<file path="src/rtl/fetch_stage_pkg.sv">
// Shared pipeline definitions for the fetch stage: NOP encoding, fetch FSM
// states and the IF/ID register layout.
package fetch_stage_pkg;

  localparam logic [31:0] NOP = 32'h0000_0013;

  // ISSUE must stay at encoding zero so a power-up-cleared state register is safe.
  typedef enum logic [2:0] {
    S_ISSUE = 3'd0,
    S_WAIT  = 3'd1,
    S_HOLD  = 3'd2,
    S_DRAIN = 3'd3,
    S_FAULT = 3'd4
  } fetch_state_e;

  typedef struct packed {
    logic [31:0] instruction;
    logic [31:0] pc;
    logic [31:0] pc_plus4;
    logic        valid;
  } ifid_t;

  localparam ifid_t IFID_RESET = '{instruction: NOP, pc: '0, pc_plus4: '0, valid: 1'b0};

endpackage

</file>
<file path="src/rtl/fetch_skid_buffer.sv">
// One-entry holding register for a fetch response that arrives while decode
// is stalled. Reads back NOP when empty.
module fetch_skid_buffer
  import fetch_stage_pkg::*;
(
  input  logic        clk_i,
  input  logic        rst_i,
  input  logic        load_i,
  input  logic        unload_i,
  input  logic        clear_i,
  input  logic [31:0] data_i,
  output logic [31:0] data_o
);

  logic [31:0] data_q;
  logic        full_q;

  always_ff @(posedge clk_i) begin
    if (rst_i || clear_i) begin
      data_q <= NOP;
      full_q <= 1'b0;
    end else if (load_i) begin
      data_q <= data_i;
      full_q <= 1'b1;
    end else if (unload_i) begin
      full_q <= 1'b0;
    end
  end

  assign data_o = full_q ? data_q : NOP;

endmodule

</file>
<file path="src/rtl/fetch_stage.sv">
// Instruction fetch: owns the PC, keeps at most one word read outstanding and
// loads the IF/ID register, handling stall, redirect, drain and fault.
module fetch_stage
  import fetch_stage_pkg::*;
#(
  parameter logic [31:0] RESET_PC = 32'h0000_0000
) (
  input  logic        clock,
  input  logic        reset,
  output logic        imem_req,
  output logic [31:0] imem_addr,
  input  logic [31:0] imem_rdata,
  input  logic        imem_rvalid,
  input  logic        stall,
  input  logic        redirect,
  input  logic [31:0] redirect_pc,
  output logic [31:0] if_instruction,
  output logic [31:0] if_pc,
  output logic [31:0] if_pc_plus4,
  output logic        if_valid,
  output logic        fetch_fault
);

  fetch_state_e state_q, state_d, reset_state;
  logic [31:0]  pc_q, pc_d, pc_inc, addr;
  ifid_t        ifid_q, ifid_d;
  logic         fault_q, fault_d;
  logic         req, outstanding;
  logic         skid_load, skid_unload, skid_clear;
  logic [31:0]  skid_data;

  assign pc_inc      = pc_q + 32'd4;
  assign outstanding = (state_q == S_WAIT) || (state_q == S_DRAIN);
  // A reset that lands on an in-flight read must still swallow its response.
  assign reset_state = (outstanding && !imem_rvalid) ? S_DRAIN : S_ISSUE;

  always_comb begin
    state_d     = state_q;
    pc_d        = pc_q;
    ifid_d      = ifid_q;
    fault_d     = fault_q;
    req         = 1'b0;
    addr        = pc_q;
    skid_load   = 1'b0;
    skid_unload = 1'b0;
    skid_clear  = 1'b0;
    if (state_q == S_FAULT) begin
      fault_d = 1'b1;
    end else if (redirect) begin
      ifid_d.valid       = 1'b0;
      ifid_d.instruction = NOP;
      skid_clear         = 1'b1;
      if (redirect_pc[1:0] != 2'b00) begin
        state_d = S_FAULT;
        fault_d = 1'b1;
      end else begin
        pc_d    = redirect_pc;
        state_d = (outstanding && !imem_rvalid) ? S_DRAIN : S_ISSUE;
      end
    end else begin
      case (state_q)
        S_ISSUE: begin
          req     = 1'b1;
          state_d = S_WAIT;
        end
        S_WAIT: begin
          if (imem_rvalid) begin
            if (stall) begin
              skid_load = 1'b1;
              state_d   = S_HOLD;
            end else begin
              ifid_d = '{instruction: imem_rdata, pc: pc_q, pc_plus4: pc_inc, valid: 1'b1};
              req    = 1'b1;
              addr   = pc_inc;
              pc_d   = pc_inc;
            end
          end else if (!stall) begin
            ifid_d.valid       = 1'b0;
            ifid_d.instruction = NOP;
          end
        end
        S_HOLD: begin
          if (!stall) begin
            ifid_d      = '{instruction: skid_data, pc: pc_q, pc_plus4: pc_inc, valid: 1'b1};
            skid_unload = 1'b1;
            req         = 1'b1;
            addr        = pc_inc;
            pc_d        = pc_inc;
            state_d     = S_WAIT;
          end
        end
        S_DRAIN: begin
          if (imem_rvalid) state_d = S_ISSUE;
        end
        default: ;
      endcase
    end
  end

  always_ff @(posedge clock) begin
    if (reset) begin
      state_q <= reset_state;
      pc_q    <= RESET_PC;
      ifid_q  <= IFID_RESET;
      fault_q <= 1'b0;
    end else begin
      state_q <= state_d;
      pc_q    <= pc_d;
      ifid_q  <= ifid_d;
      fault_q <= fault_d;
    end
  end

  fetch_skid_buffer u_skid (
    .clk_i    (clock),
    .rst_i    (reset),
    .load_i   (skid_load),
    .unload_i (skid_unload),
    .clear_i  (skid_clear),
    .data_i   (imem_rdata),
    .data_o   (skid_data)
  );

  assign imem_req       = req && !reset;
  assign imem_addr      = {addr[31:2], 2'b00};
  assign if_instruction = ifid_q.instruction;
  assign if_pc          = ifid_q.pc;
  assign if_pc_plus4    = ifid_q.pc_plus4;
  assign if_valid       = ifid_q.valid;
  assign fetch_fault    = fault_q;

endmodule

</file>
<file path="config.mk">
export PLATFORM = sky130hd
export DESIGN_NAME = fetch_stage
export DESIGN_NICKNAME = d
export VERILOG_FILES = /design/src/rtl/fetch_stage_pkg.sv /design/src/rtl/fetch_skid_buffer.sv /design/src/rtl/fetch_stage.sv
export SDC_FILE = /design/constraint.sdc
export NUM_CORES = 1
export LEC_CHECK = 0
export ABC_AREA = 1
export CORE_ASPECT_RATIO = 0.9
export CORE_UTILIZATION = 33
export DETAILED_ROUTE_END_ITERATION = 10
export GPL_TIMING_DRIVEN = 0
export PLACE_DENSITY_LB_ADDON = 0.12
export REMOVE_ABC_BUFFERS = 1
export SYNTH_ARGS = -nofsm -noshare
export SYNTH_HDL_FRONTEND = slang
export SYNTH_SLANG_ARGS = --single-unit
</file>
<file path="constraint.sdc">
create_clock -name clock -period 1.8 [get_ports clock]
set_input_delay 0.18 -clock clock [delete_from_list [all_inputs] [get_ports clock]]
set_output_delay 0.18 -clock clock [all_outputs]
set_load 0.01 [all_outputs]
</file>
Word level (Yosys, flattened, before mapping)
Cells that the tools add are included.

Logic and storage cells: 94. Register bits after elaboration: 166.

Equal/unequal tests: 15. Mux-type cells: 48. Reduce and logical (&&, ||, !) cells: 19. Bitwise logic cells: 2. $add $sub $neg: 1.

Operator list (number): $mux 32 (10); $mux 97 (2); $pmux 97 s2 (1); $mux 64 (1); $pmux 32 s2 (1); $add 32x3->32 const B (1); $mux 3 (8); $mux 1 (22); $ne 4x4->1 const B (4); $pmux 3 s4 (1); $reduce_and 6->1 (2); $ne 2x2->1 const B (5); $reduce_bool 2->1 (5); $eq 3x2->1 const B (2); $ne 3x3->1 const B (2); $reduce_bool 6->1 (1); $reduce_and 2->1 (2); $reduce_and 4->1 (1); $eq 3x1->1 const B (1); $eq 3x3->1 const B (1); $logic_not 3->1 (1); $pmux 1 s3 (1); $reduce_bool 3->1 (1); $logic_and 1x1->1 (2); 4 further kinds (7).

Logic depth before layout (Yosys ltp)
Gate-level depths: netlist (run 1).

Depth after elaboration: 8. Depth in mapped cells: 13.

Hierarchy
Synthesis (run 1) repeated with hierarchy kept, for this count alone.

Cell total of the unflattened synthesis: 1340. Area total of the unflattened synthesis: 8617.0 µm².

Modules (own cells, without submodules): fetch_stage (cells an instance 1125, instances 1, sequential area each 2652.5 µm², area an instance 7125.6 µm²); fetch_skid_buffer (cells an instance 215, instances 1, sequential area each 660.6 µm², area an instance 1491.4 µm²).

Worst setup path before layout (run 1)
Ideal clock, no wire load.

Path type: reg2out. Start: register state_q[2]. End: output imem_addr[21]. Setup slack: -0.032 ns. Buffers on the path: 3. Required time: 1.620 ns. Cell stages (with the launch flop): 12. Arrival: 1.652 ns. Cells stage by stage: edfxtp_1 -> nor2_2 -> nand2_1 -> nand2_2 -> nand2_2 -> buf_2 -> buf_2 -> o21ai_0 -> nand2_1 -> nand2_1 -> o21ai_0 -> buf_4.

Word-level cells in the longest chain between the ends: 4. Elaborated cells on any way between the ends: 6.

Ends and longest elaborated chain: start, declared (line fetch_stage.sv:24) `fetch_state_e state_q, state_d, reset_state;`; start signal, assigned (line fetch_stage.sv:102) `state_q <= reset_state;`; start signal, assigned (line fetch_stage.sv:107) `state_q <= state_d;`; $eq 3x2->1 / $eq 3x1->1 (equally long branches) (line fetch_stage.sv:61) `case (state_q)`; $pmux 32 s2; $mux 32 (line fetch_stage.sv:49) `end else if (redirect) begin`; $mux 32 (*) (line fetch_stage.sv:47) `if (state_q == S_FAULT) begin`; end, declared (line fetch_stage.sv:11) `output logic [31:0] imem_addr,`.

Every way passes the cells marked *; elsewhere a longest branch is shown, timed or not.

Worst setup path after layout (run 1)
Start: register state_q[2]. End: register ifid_q, in the netlist if_instruction[5].

Word-level cells in the longest chain between the ends: 3. Elaborated cells on any way between the ends: 10.

Ends and longest elaborated chain: $eq 3x2->1 (tied with other cells) (line fetch_stage.sv:61); $ne 3x3->1 (no line) (tied with other cells); $reduce_and 4->1 (no line) / $mux 32 (equally long branches); end signal, assigned (line fetch_stage.sv:109) `ifid_q <= ifid_d;`; end, declared (line fetch_stage.sv:26) `ifid_t ifid_q, ifid_d;`.

Parallel ways exist; a longest one is shown, timed or not. A chain may end at the register's enable or synchronous reset.

==> impl_metrics.csv, run 1 <==
group,metric,value,unit
synthesis,synth-seq-cells,164,
synthesis,synth_common_cells,"nand2_1, dfxtp_1, o21ai_0",
synthesis,syn_area,0.008242,mm2
die,core_area,0.02439,mm2
cts,clk_latency,0.43,ns
global_routing,grt_max_degree,70,
worst_setup_path,required,2.08,ns
timing,max-slew-margin-rel,31.23,%
die,num_rows,54,
die,fp.dieH,151.9,um
route,drc,0,
finish,final_cell_area,0.01261,mm2
cts,clockBufferDepth,2,
finish,antenna_cells,0,
route,wl_met2,14450,um
power,p_comb_share,25.2,%
worst_setup_path,cp-start-kind,"flop",
die,die-area,0.02561,mm2
timing,fmax,0.4216,GHz
power,power.density,795.0,mW/mm2
synthesis,yosys.area.top_type_share,39.11,%
synthesis,synthTopCellsByArea,"dfxtp_1, nand2_1, o21ai_0, a21oi_1, nor2_1",
power,p_seq_share,40.2,%
global_routing,antenna_found_initial,1,
route,dr_wl_met3,2012,um
synthesis,synth.avg_cell_area,6.789,um2
global_routing,grt_overflow_total,0,
timing,max_slew.worst_pin.slew,1.025,ns
finish,syn2layout_area_growth,53.00,%
power,p_int,6.700,mW
route,ant_nets,0,
outcome,status,"finished, violations left",
cts,clockRootBuffer,"clkbuf_16",
synthesis,synth_edf_count,3,
global_routing,grt_pass1_wl,49000,um
synthesis,synth_warnings,0,
timing,skew,0.01056,ns
synthesis,synth_top_area_cell,"dfxtp_1",
cts,cts_tree,"done",
run,drv_cap,0,
die,start_util,33.79,%
outcome,violations,"setup timing",
global_routing,grt_pass1_vias,8472,
worst_setup_path,cp_slowest_cell,"o21ai_1",
finish,fillCellCount,2393,
power,total_power,10.03,mW
worst_setup_path,worst_ep_arrival_time,2.66,ns
synthesis,yosysMostFrequentCell,"nand2_1",
worst_setup_path,cp_max_fo,8,
cts,clkSlewWorstSetupHoldPaths,0.07,ns
die,io_pins,200,
finish,seq_area,0.003353,mm2
finish,drive_gt1_share,25.64,%
global_routing,track_usage,24.86,%
route,drt-total-wl,32040,um
synthesis,ys.flop_type,"dfxtp_1",
route,drtIter0Drc,538,
placement,gp_routability_congestion,0.8182,
placement,dpl-instance-area,0.01017,mm2
worst_setup_path,crit_top_cell,"buf_4",
cts,cts.sinks,164,
synthesis,synth_async_sr_flop_share,0,%
worst_setup_path,path_class,"reg2reg",
power,ir_drop,0.4724,mV
timing,rsz0062_at_grt,"yes",
route,vias,8983,
placement,numPortBuffers,197,
worst_setup_path,cpPeakStageDelay,0.56,ns
timing,period_needed,2.372,ns
timing,timing.final.crit_share,131.8,%
timing,drv_slew,0,
timing,setup_viol,195,
worst_setup_path,crit_path_end_kind,"flop",
route,via_per_inst,5.151,
synthesis,ys_seq_area_share,40.20,%
power,switchingPower,3.325,mW
worst_setup_path,cp_cell_sequence,"nor2_2 -> nand2_2 -> nand2_4 -> buf_4 -> nand3_1 -> o21ai_1 -> clkinvlp_4 -> buf_4 -> nand2_1 -> a21oi_1",
finish,multi_input_area,0.004913,mm2
die,die_w,168.6,um
route,first_pass_iters,5,
power,p_leak,4.564,nW
cts,cts_buffers,17,
synthesis,yosysUniqueCellTypes,34,
cts,holdBufCountCts,0,
synthesis,synthCells,1214,
placement,hpwl,17710,um
finish,num-nets-final,1466,
power,switching_share,33.17,%
route,top_layer,"met4",
cts,cts.htree.levels,4,
timing,setup_slack,-0.5722,ns
timing,finalHoldViolations,0,
route,met1_length,15030,um
min_path,holdCritPathClass,"in2reg",
route,wl_per_cell,18.37,um
power,power_frac_clock,34.6,%
## critical path, delay by kind of cell (launching register included)
family | cells | cell delay [ns]
and+or+nand+nor | 5 | 0.49
buffers and inverters | 3 | 0.66
DFF | 1 | 0.46
AOI/OAI and AO/OA | 2 | 0.62
## power groups by stage
stage          Sequential [mW]  Clock [mW]  Combinational, mW
2_1_floorplan             4.06           0              0.906
3_3_place_gp              4.07           0               1.82
3_5_place_dp              4.06           0               1.86
4_1_cts                   4.01        3.56               2.32
5_1_grt                   4.05        3.73               2.72
6_report                  4.03        3.47               2.52
## placed cells by master, fill, tap and decap left out, drive strengths merged
cell type      count
edfxtp             3
a31oi              5
dfxtp            161
clkinvlp           5
bufbuf             1
o21bai             3
nand2            265
xnor2              1
clkdlybuf4s50    163
nand4              4
nor3               1
o21ai            175
a21oi            156
conb               2
nand3             58
nor2             121
o31ai              2
inv              100
dlygate4sd2        1
clkbuf            19
xor2               8
o22ai              3
clkinv             7
ha                 1
a21boi             1
o211ai            40
buf              100
clkdlybuf4s15      2
## routing by layer
metal	up-vias	GRT usage, %
li1	4398	-
met1	4287	33.96
met2	260	38.75
met3	38	6.200
met4	0	6.797
met5	-	0
## logic make-up after synthesis
kind of cell	count (synthesis)	share of synthesized area (%)
other	1	0.04550
xor gates and xnor gates	9	0.9565
DFF	164	40.20
AOI/OAI and AO/OA	385	24.90
adders and majority gates	1	0.1518
and+or+nand+nor	446	21.86
buffers and inverters	208	11.89
## final timing paths
path | start | to | slack [ns] | cells past startpoint
setup / recovery | state_q[2] | if_instruction[5] | -0.57 | 10
hold / removal | reset | if_instruction[11] | 0.25 | 2
setup reg to reg | state_q[2] | if_instruction[5] | -0.57 | 10
hold reg to reg | u_skid.data_q[19] | u_skid.data_q[19] | 0.45 | 2
## flip-flops by register name (all words and copies together) (netlist names)
signal          flops
state_q             3
if_pc_plus4        30
if_instruction     32
u_skid.data_q      32
if_pc              32
fetch_fault         1
if_valid            1
u_skid.full_q       1
pc_q               32
## metrics by stage
stage	setup slack, ns	util, %	instances	hold slack [ns]	setup TNS (ns)
6_report	-0.5722	51.70	1744	0.2461	-74.91
5_1_grt	-0.6740	51.70	1744	0.2632	-97.66
4_1_cts	-0.5805	48.90	1727	0.2631	-59.81
3_5_place_dp	-2.422	41.68	1641	0.4402	-354.35
3_3_place_gp	-4.871	41.03	1633	0.4335	-772.26
2_1_floorplan	-1.711	-	1100	0.2491	-214.13
## repair_timing
item	4_1_cts	5_1_grt
gates cloned	18	1
buffers inserted	37	20
pin swaps	40	29
setup endpoints to repair	196	195
resized for setup	386	166
## cell type report
class / instances / share of cell area, %
repair buffers: 267 / 22.68
repair inverters: 7 / 1.032
well taps: 336 / 3.334
inverters: 93 / 3.106
flip-flops and latches: 164 / 26.59
multi-input cells: 846 / 38.97
clock inverters: 12 / 0.7740
clock buffers: 19 / 3.513
(Power assumes the default switching activity.)
==> run 2: changes to the inputs <==
--- a/config.mk
+++ b/config.mk
@@ -6,12 +6,12 @@
 export NUM_CORES = 1
 export LEC_CHECK = 0
 export ABC_AREA = 1
-export CORE_ASPECT_RATIO = 0.9
 export CORE_UTILIZATION = 33
 export DETAILED_ROUTE_END_ITERATION = 10
 export GPL_TIMING_DRIVEN = 0
 export PLACE_DENSITY_LB_ADDON = 0.12
 export REMOVE_ABC_BUFFERS = 1
+export SKIP_LAST_GASP = 1
 export SYNTH_ARGS = -nofsm -noshare
 export SYNTH_HDL_FRONTEND = slang
 export SYNTH_SLANG_ARGS = --single-unit
==> run 2 against run 1 <==
Effect of this change:
- the flow still finishes with violations (setup timing)
- global-route usage rose by 0.75 points
- clock-buffer cell count fell by 1
- sequential share of layout area fell by 0.44 points
- cell area rose by 1.6%
- utilization rose by 0.82 points
- die area barely moved
- register-to-register slack improved by 0.09 ns
- hold slack got worse by 0.0028 ns
==> impl_metrics.csv, run 2 (synthesized netlist as in run 1, its figures left out) <==
group,metric,value,unit
power,p_leak,4.700,nW
finish,final_cells,1772,
timing,period_needed,2.421,ns
outcome,status,"finished, violations left",
finish,fillCellCount,2391,
worst_setup_path,cp-start-kind,"flop",
worst_setup_path,worstReg2RegStart,"state_q[0]",
cts,holdBufCountCts,0,
cts,clockRootBuffer,"clkbuf_16",
cts,cts.htree.levels,4,
power,power.density,819.4,mW/mm2
die,fp.dieH,160.0,um
route,vias,9140,
timing,fmax,0.4130,GHz
timing,setup_slack,-0.6213,ns
cts,clk_latency,0.44,ns
worst_setup_path,r2r_setup_slack,-0.48,ns
timing,skew,0.01474,ns
min_path,holdCritPathClass,"in2reg",
cts,clockBufferDepth,2,
timing,max_slew.worst_pin.slew,1.027,ns
finish,fin_util,52.52,%
run,drv_cap,0,
route,wl_per_cell,18.87,um
die,io_pins,200,
min_path,hold_path_end,"if_instruction[17]",
cts,cts_buffers,17,
timing,timing.final.crit_share,134.5,%
placement,numPortBuffers,197,
placement,gp_routability_congestion,0.8034,
global_routing,track_usage,25.61,%
finish,layout_common_cells,"nand2_1, clkdlybuf4s50_1, dfxtp_1, a21oi_1, o21ai_0",
finish,drive_gt1_share,23.76,%
timing,max-slew-margin-rel,31.45,%
min_path,hp-start,"reset",
route,first_pass_iters,5,
timing,drv_slew,0,
worst_setup_path,crit_path_end_kind,"output pin",
finish,syn2layout_area_growth,55.43,%
finish,num-nets-final,1505,
worst_setup_path,worst_ep_arrival_time,2.24,ns
worst_setup_path,required,1.62,ns
die,die_w,160.0,um
global_routing,grt_overflow_total,0,
worst_setup_path,reg2reg_depth,16,
route,drtIter0Drc,582,
worst_setup_path,cp_max_fo,7,
global_routing,grt_pass1_vias,8663,
placement,hpwl,17160,um
cts,cts.sinks,164,
global_routing,grt_max_degree,70,
die,num_rows,57,
min_path,holdPathStages,2,
global_routing,grt_pass1_wl,50160,um
worst_setup_path,path_class,"reg2out",
outcome,violations,"setup timing",
timing,rsz0062_at_grt,"yes",
power,ir_drop,0.5184,mV
route,via_per_inst,5.158,
finish,antenna_cells,0,
finish,mostFrequentLayoutCell,"nand2_1",
route,ant_nets,0,
timing,setup_viol,173,
die,core_area,0.02439,mm2
timing,finalHoldViolations,0,
route,drt-total-wl,33430,um
die,die-area,0.02561,mm2
die,start_util,33.79,%
cts,clkSlewWorstSetupHoldPaths,0.07,ns
worst_setup_path,r2r_end,"pc_q[6]",
placement,dpl.cell_count,1629,
route,drc,0,
global_routing,antenna_found_initial,1,
cts,cts_tree,"done",
==> run 2: cell count changes in the layout (fill, tap and decap cells not counted), moves of 6 or more <==
cell / delta
nand2_1: +11
o21ai_0: +26
o21ai_2: -16
o21ai_4: -7
buf_4: +29
a21oi_2: -10
buf_16: +10
a21oi_1: +13
nand2_4: -8
dfxtp_2: -6
==> run 2: area by class of cell <==
cell class              count  area (um2)  area share (%)
multi-input cells         849        4698           36.68
flip-flops and latches    164        3349           26.15
repair buffers            306        3329           25.99
clock buffers              18       439.2           3.428
well taps                 324       405.4           3.165
inverters                  93       391.6           3.057
clock inverters            14       140.1           1.094
repair inverters            4       56.30          0.4395
==> run 2: through the flow <==
stage	instance area [um2]	total power [mW]	TNS, ns	hold slack (ns)	worst slack [ns]
global route	12810	10.90	-81.26	0.2710	-0.7087
floorplan	7615	4.961	-214.13	0.2491	-1.711
CTS	12520	10.41	-55.11	0.2303	-0.5840
detailed placement	10150	5.918	-357.50	0.4366	-2.409
global placement	9992	5.883	-762.93	0.4331	-4.752
finish	12810	10.50	-60.35	0.2433	-0.6213
==> run 2: power by group <==
group | switching (mW) | internal, mW | total [mW] | leakage, nW
clock | 1.77 | 1.99 | 3.76 | 0.279
combinational | 1.53 | 1.19 | 2.72 | 3.07
sequential | 0.194 | 3.82 | 4.02 | 1.35
total | 3.49 | 7.00 | 10.5 | 4.70
==> run 2: per-layer routing <==
metal	global-route usage (%)	routed length [um]	vias up	part of all wire [%]
met1	30.60	13660	4228	41
met3	7.039	2571	90	7.7
met4	11.82	1342	2	4.0
met5	0	18	-	0.054
met2	42.61	15840	364	47
li1	-	-	4456	-
==> run 2: worst max-delay path: stages (launching register included) <==
cell	delay (ns)
edfxtp_1	0.47
nor2_4	0.16
nand2_2	0.10
nand2_4	0.10
nand2_8	0.10
nor2_4	0.18
buf_6	0.17
buf_4	0.11
nand3_2	0.05
nand2_2	0.06
nand2_1	0.05
o21ai_1	0.08
buf_2	0.15
==> run 2: worst max path at each step <==
stage,to,startpoint,slack (ns),cells past startpoint
global placement,u_skid.data_q[5],redirect,-4.75,5
CTS,imem_addr[7],state_q[2],-0.58,11
finish,imem_addr[16],state_q[2],-0.62,12
detailed placement,pc_q[16],redirect,-2.41,8
global route,imem_addr[11],state_q[2],-0.71,10
floorplan,u_skid.data_q[10],redirect,-1.71,4
==> run 2: timing repair <==
item | in CTS | in global routing
buffers inserted | 73 | 18
gates cloned | 27 | 0
pin swaps | 54 | 15
endpoints found under the setup margin | 196 | 182
gates resized for setup | 382 | 74
endpoints found under the hold margin | 0 | 0
